$ cat src/rtl/scan_test_controller_if.sv
// Bundle of tester-side scan signals: test request/vectors in, scan drive and result out.
// master = the controller, slave = the environment that drives START/vectors and returns SO.
interface scan_test_controller_if #(
  parameter int CHAIN_LEN = 4,
  parameter int ERR_W     = 8
);
  logic                 START;
  logic [CHAIN_LEN-1:0] PATTERN;
  logic [CHAIN_LEN-1:0] EXPECTED;
  logic [CHAIN_LEN-1:0] MASK;
  logic                 SO;
  logic                 SI;
  logic                 SE;
  logic                 BUSY;
  logic                 DONE;
  logic [CHAIN_LEN-1:0] RESPONSE;
  logic                 PASS;
  logic [ERR_W-1:0]     ERR_COUNT;

  modport master (
    input  START, PATTERN, EXPECTED, MASK, SO,
    output SI, SE, BUSY, DONE, RESPONSE, PASS, ERR_COUNT
  );

  modport slave (
    output START, PATTERN, EXPECTED, MASK, SO,
    input  SI, SE, BUSY, DONE, RESPONSE, PASS, ERR_COUNT
  );
endinterface

$ cat src/rtl/scan_test_controller.sv
// Scan test initiator: shift pattern in (MSB first), capture once, shift response out,
// compare against EXPECTED under MASK and count failing tests (saturating).
module scan_test_controller #(
  parameter int CHAIN_LEN = 4,
  parameter int ERR_W     = 8
) (
  input  logic                    CLK,
  input  logic                    RST,
  scan_test_controller_if.master  bus,
  output logic [2:0]              dbg_state_o
);
  localparam int CW = (CHAIN_LEN > 1) ? $clog2(CHAIN_LEN) : 1;
  localparam logic [CW-1:0] LAST = CW'(CHAIN_LEN - 1);

  typedef enum logic [2:0] {
    S_IDLE      = 3'd0,
    S_SHIFT_IN  = 3'd1,
    S_CAPTURE   = 3'd2,
    S_SHIFT_OUT = 3'd3,
    S_DONE      = 3'd4
  } state_e;

  state_e               state_q;
  logic [CW-1:0]        cnt_q;
  logic [CHAIN_LEN-1:0] pat_q, exp_q, mask_q, resp_q;
  logic                 si_q, se_q, busy_q, done_q, pass_q;
  logic [ERR_W-1:0]     err_q;

  logic [CHAIN_LEN-1:0] resp_d;
  logic                 pass_d;

  // Response as it will stand after this edge; lets PASS be valid in the DONE cycle itself.
  always_comb begin
    resp_d = resp_q;
    if (state_q == S_SHIFT_OUT) resp_d[LAST - cnt_q] = bus.SO;
    pass_d = (((resp_d ^ exp_q) & ~mask_q) == '0);
  end

  // Handshake: START is taken only while idle (BUSY low, not DONE); anything else is dropped.
  always_ff @(posedge CLK) begin
    if (RST) begin
      state_q <= S_IDLE;
      cnt_q   <= '0;
      pat_q   <= '0;
      exp_q   <= '0;
      mask_q  <= '0;
      resp_q  <= '0;
      si_q    <= 1'b0;
      se_q    <= 1'b0;
      busy_q  <= 1'b0;
      done_q  <= 1'b0;
      pass_q  <= 1'b0;
      err_q   <= '0;
    end else begin
      case (state_q)
        S_IDLE: begin
          si_q   <= 1'b0;
          se_q   <= 1'b0;
          busy_q <= 1'b0;
          done_q <= 1'b0;
          cnt_q  <= '0;
          if (bus.START) begin
            // pat_q holds the bits still to send, next one always in the MSB.
            si_q    <= bus.PATTERN[CHAIN_LEN-1];
            pat_q   <= bus.PATTERN << 1;
            exp_q   <= bus.EXPECTED;
            mask_q  <= bus.MASK;
            se_q    <= 1'b1;
            busy_q  <= 1'b1;
            state_q <= S_SHIFT_IN;
          end
        end
        S_SHIFT_IN: begin
          if (cnt_q == LAST) begin
            cnt_q   <= '0;
            si_q    <= 1'b0;
            se_q    <= 1'b0;
            state_q <= S_CAPTURE;
          end else begin
            cnt_q <= cnt_q + 1'b1;
            si_q  <= pat_q[CHAIN_LEN-1];
            pat_q <= pat_q << 1;
          end
        end
        S_CAPTURE: begin
          cnt_q   <= '0;
          si_q    <= 1'b0;
          se_q    <= 1'b1;
          state_q <= S_SHIFT_OUT;
        end
        S_SHIFT_OUT: begin
          resp_q <= resp_d;
          if (cnt_q == LAST) begin
            cnt_q   <= '0;
            se_q    <= 1'b0;
            busy_q  <= 1'b0;
            done_q  <= 1'b1;
            pass_q  <= pass_d;
            state_q <= S_DONE;
          end else begin
            cnt_q <= cnt_q + 1'b1;
          end
        end
        S_DONE: begin
          done_q  <= 1'b0;
          cnt_q   <= '0;
          state_q <= S_IDLE;
          if (!pass_q && (err_q != '1)) err_q <= err_q + 1'b1;
        end
        default: begin
          state_q <= S_IDLE;
          cnt_q   <= '0;
        end
      endcase
    end
  end

  assign bus.SI        = si_q;
  assign bus.SE        = se_q;
  assign bus.BUSY      = busy_q;
  assign bus.DONE      = done_q;
  assign bus.RESPONSE  = resp_q;
  assign bus.PASS      = pass_q;
  assign bus.ERR_COUNT = err_q;
  assign dbg_state_o   = state_q;
endmodule

$ cat src/flat_wrapper.sv
// flat-port wrapper written by rule: the top's interface ports become plain ports
module scan_test_controller_flat 
#(
  parameter int CHAIN_LEN = 4,
  parameter int ERR_W     = 8
)
  (CLK, RST, dbg_state_o, bus_START, bus_PATTERN, bus_EXPECTED, bus_MASK, bus_SO, bus_SI, bus_SE, bus_BUSY, bus_DONE, bus_RESPONSE, bus_PASS, bus_ERR_COUNT);
  scan_test_controller_if #(.CHAIN_LEN(CHAIN_LEN), .ERR_W(ERR_W)) bus_i ();
  input  logic CLK;
  input  logic RST;
  output logic [2:0] dbg_state_o;
  input wire logic [$bits(bus_i.START)-1:0] bus_START;
  input wire logic [$bits(bus_i.PATTERN)-1:0] bus_PATTERN;
  input wire logic [$bits(bus_i.EXPECTED)-1:0] bus_EXPECTED;
  input wire logic [$bits(bus_i.MASK)-1:0] bus_MASK;
  input wire logic [$bits(bus_i.SO)-1:0] bus_SO;
  output wire logic [$bits(bus_i.SI)-1:0] bus_SI;
  output wire logic [$bits(bus_i.SE)-1:0] bus_SE;
  output wire logic [$bits(bus_i.BUSY)-1:0] bus_BUSY;
  output wire logic [$bits(bus_i.DONE)-1:0] bus_DONE;
  output wire logic [$bits(bus_i.RESPONSE)-1:0] bus_RESPONSE;
  output wire logic [$bits(bus_i.PASS)-1:0] bus_PASS;
  output wire logic [$bits(bus_i.ERR_COUNT)-1:0] bus_ERR_COUNT;
  assign bus_i.START = bus_START;
  assign bus_i.PATTERN = bus_PATTERN;
  assign bus_i.EXPECTED = bus_EXPECTED;
  assign bus_i.MASK = bus_MASK;
  assign bus_i.SO = bus_SO;
  assign bus_SI = bus_i.SI;
  assign bus_SE = bus_i.SE;
  assign bus_BUSY = bus_i.BUSY;
  assign bus_DONE = bus_i.DONE;
  assign bus_RESPONSE = bus_i.RESPONSE;
  assign bus_PASS = bus_i.PASS;
  assign bus_ERR_COUNT = bus_i.ERR_COUNT;
  scan_test_controller #(.CHAIN_LEN(CHAIN_LEN), .ERR_W(ERR_W)) u_core (.CLK(CLK), .RST(RST), .bus(bus_i), .dbg_state_o(dbg_state_o));
endmodule
$ cat config.mk
export PLATFORM = sky130hd
export DESIGN_NAME = scan_test_controller_flat
export DESIGN_NICKNAME = d
export VERILOG_FILES = /design/src/rtl/scan_test_controller_if.sv /design/src/rtl/scan_test_controller.sv /design/src/flat_wrapper.sv
export SDC_FILE = /design/constraint.sdc
export NUM_CORES = 1
export LEC_CHECK = 0
export CORE_AREA = 3 3 80 82
export DETAILED_ROUTE_END_ITERATION = 7
export DIE_AREA = 0 0 83 85
export HOLD_SLACK_MARGIN = 0.02
export MAX_ROUTING_LAYER = met4
export SLEW_MARGIN = 20
export SYNTH_ARGS = -nofsm -noshare
export SYNTH_HDL_FRONTEND = slang
export SYNTH_SLANG_ARGS = --single-unit
export TNS_END_PERCENT = 30
$ cat constraint.sdc
create_clock -name CLK -period 1.8 [get_ports CLK]
set_clock_uncertainty 0.15 [all_clocks]
set_input_delay 0.18 -clock CLK [delete_from_list [all_inputs] [get_ports CLK]]
set_output_delay 0.18 -clock CLK [all_outputs]
set_load 0.005 [all_outputs]
==> impl_metrics.yaml <==
clock_tree:
  cts_tree: "yes"
  clk_pin_slew_worst_paths_ns: 0.07
  root_buffer: "clkbuf_8"
  clockBufferDepth: 2
  clock_sinks: 33
  cts_buffers: 5
  h-tree-depth: 2
  insertion_delay_ns: 0.28
detailed_routing:
  drc_errors: 0
  avgViaCountPerCell: 4.85
  wl_per_cell_um: 12.3
  num_vias: 1580
  first_pass_iters: 4
  drt_iter0_markers: 55
  final_antenna_net_count: 0
  drt_wl_total_um: 4000
timing:
  hold_ws_ns: 0.293
  fmax_mhz: 593
  worst_slew_pin_slew_ns: 0.400
  setup_viol: 0
  hold_viol_final: 0
  slew_viol_final: 0
  rsz0062_at_grt: "yes"
  min_period_ns: 1.69
  timing.slew.headroom_pct: 73.0
  post-route-period-util_pct: 93.6
die:
  die_area_mm2: 0.00706
  core_area_mm2: 0.00582
  rows: 28
  initial_utilization_pct: 29.2
  die_w_um: 83
  die_h_um: 85
  io_pins: 36
hold_path:
  min_path_type: "primary input to flop"
  min_delay_path_depth: 3
  hp-start: "bus_EXPECTED[0]"
  min_to: "u_core.exp_q[0]"
power:
  comb_power_share_pct: 11.8
  pwr-share-seq_pct: 52.1
  intPower_w: 0.00112
  switching_power_w: 0.000368
  power_frac_clock_pct: 36.1
  p_leak_nw: 0.845
  power_w: 0.00149
  ir_worst_vdd_mv: 0.381
  p_per_area_mw_per_mm2: 634
  p_sw_share_pct: 24.7
logic_synthesis:
  synthFlopType: "dfxtp_1"
  synth_top_cell_area_share_pct: 38.9
  ys_seq_elements: 33
  synth.most_common_cell: "dfxtp_1"
  ys_top_cells_by_area: "dfxtp_1, nand2_1, a21oi_1, nor2_1, ha_1"
  syn_nets: 220
  synth_warnings: 0
  synthCells: 199
  synth_area_mm2: 0.00170
  synthTopCellsByCount: "dfxtp_1, nand2_1, a21oi_1, nor2_1, nand3_1"
  yosysTopAreaCell: "dfxtp_1"
  yosysSeqAreaShare_pct: 38.9
  syn_avg_cell_area_um2: 8.53
  ys_types: 47
  synthArstFlopShare_pct: 0
  synth-edff-count: 0
critical_path:
  path_cells: "buf_4 -> or4b_4 -> o21ai_4 -> nor2_1 -> a311oi_1"
  crit_type: "flop to flop"
  path_buf_inv: 1
  cp.arrival_ns: 1.73
  critPathSlowestCell: "or4b_4"
  crit_path_start_kind: "flop"
  regToRegStartpoint: "u_core.dbg_state_o[1]"
  reg2reg_depth: 5
  cp_max_fo: 11
  setup.worst_path.end_class: "flop"
  r2r-end: "u_core.pat_q[2]"
  critPathMaxStageDelay_ns: 0.54
  r2r_slack_ns: 0.11
  crit_family: "simple AND/OR/NAND/NOR gates"
  cp.required_ns: 1.84
final_layout:
  nets: 271
  areaGrowthSynthToFinish_pct: 38.1
  drive_above_1_share_pct: 15.9
  stdcell_area_mm2: 0.00234
  diodes: 0
place:
  placed_area_mm2: 0.00223
  port-buffer-count: 35
  hpwl_um: 2920
  gp_congestion: 0.779
global_routing:
  gr-usage-all-layers_pct: 12.3
  grt_pass1_wl_um: 6900
  antenna_found_initial: 0
  grt_overflow_total: 0
  grt_pass1_vias: 1577
  grt_start_max_net_pins: 32
flow_run:
  maxCapViolations: 0
outcome:
  status: "finished clean"
## per-layer routing
layer,wire length [um],track usage (%),up-vias
li1,-,-,826
met1,1950,14.7,715
met2,1810,19.4,31
met3,172,3.88,8
met4,72,4.90,0
met5,0,-,-
## power by group through the flow
stage,combinational [W],sequential [W],clock [W]
2_1_floorplan,0.0000984,0.000786,0
3_3_place_gp,0.000177,0.000792,0
3_5_place_dp,0.000178,0.000792,0
4_1_cts,0.000179,0.000775,0.000565
5_1_grt,0.000197,0.000779,0.000591
6_report,0.000176,0.000775,0.000536
## layout make-up
cell class                 count  area [um2]
clock buffer                   6        72.6
clock inverter                 2        10.0
fill                         617        3470
inverter                       4        15.0
multi-input combinational    150         972
sequential                    33         671
tap                           75        93.8
timing repair buffer          56         510
## worst register-to-register path, cell delays in order, from the launching register on
cell,delay [ns]
dfxtp_4,0.39
buf_4,0.15
or4b_4,0.54
o21ai_4,0.10
nor2_1,0.06
a311oi_1,0.21
## worst max-delay path by stage
stage | from | to | slack [ns] | depth (start not counted)
after floorplan | u_core.dbg_state_o[0] | u_core.pat_q[2] | 0.13 | 6
after global placement | bus_START | u_core.pat_q[3] | 0.006 | 5
after detailed placement | bus_START | u_core.exp_q[1] | 0.03 | 5
after CTS | u_core.dbg_state_o[0] | dbg_state_o[0] | 0.003 | 3
after global routing | u_core.cnt_q[1] | u_core.bus.PASS | -0.01 | 6
final | u_core.dbg_state_o[1] | u_core.pat_q[2] | 0.11 | 5
## flip-flops by register name (all words and copies together) (netlist names)
name                  cells
u_core.mask_q             4
u_core.bus.BUSY           1
u_core.bus.SE             1
u_core.exp_q              4
u_core.bus.ERR_COUNT      8
u_core.cnt_q              2
u_core.bus.DONE           1
u_core.bus.RESPONSE       4
u_core.dbg_state_o        3
u_core.bus.SI             1
u_core.bus.PASS           1
u_core.pat_q              3
## kinds of logic (layout without fill, tap and decap cells)
group                      count (synthesis)  after routing  share of synthesized area [%]
DFF                                       33             33                           38.9
and+or+nand+nor                           92             92                           30.2
muxes                                      2              2                           1.18
AOI/OAI and AO/OA                         44             44                           17.7
xor gates and xnor gates                   7              7                           3.61
adders and majority gates                  5              5                           3.68
buffers and inverters                     16             68                           4.72
## cell usage in the layout, fill, tap and decap left out, types with 3 or more instances in the layout
cell             count
nand2_1             31
o31ai_1              3
nand4b_1             4
buf_4               21
a21oi_1             18
a211o_1              3
xor2_1               5
nand3b_1             5
clkdlybuf4s50_1     34
dfxtp_1             29
a311oi_1             3
o21ai_0              4
inv_1                4
nor2_1              17
ha_1                 3
clkbuf_8             5
nand3_1              9
## what timing repair did
action / in CTS / in global routing
hold buffers: 0 / 0
pin swaps: 0 / 1
cloned: 0 / 0
resized for setup: 3 / 7
setup buffers: 0 / 1
endpoints found under the setup margin: 2 / 7
## metrics by stage
step	cells	setup slack (ns)	utilization [%]	setup TNS, ns
3_3_place_gp	317	0.00598	38.3	0
6_report	326	0.114	40.3	0
3_5_place_dp	317	0.0277	38.3	0
5_1_grt	326	-0.0116	40.3	-0.0116
2_1_floorplan	199	0.128	-	0
4_1_cts	325	0.00323	39.8	0
(Power assumes the default switching activity.)
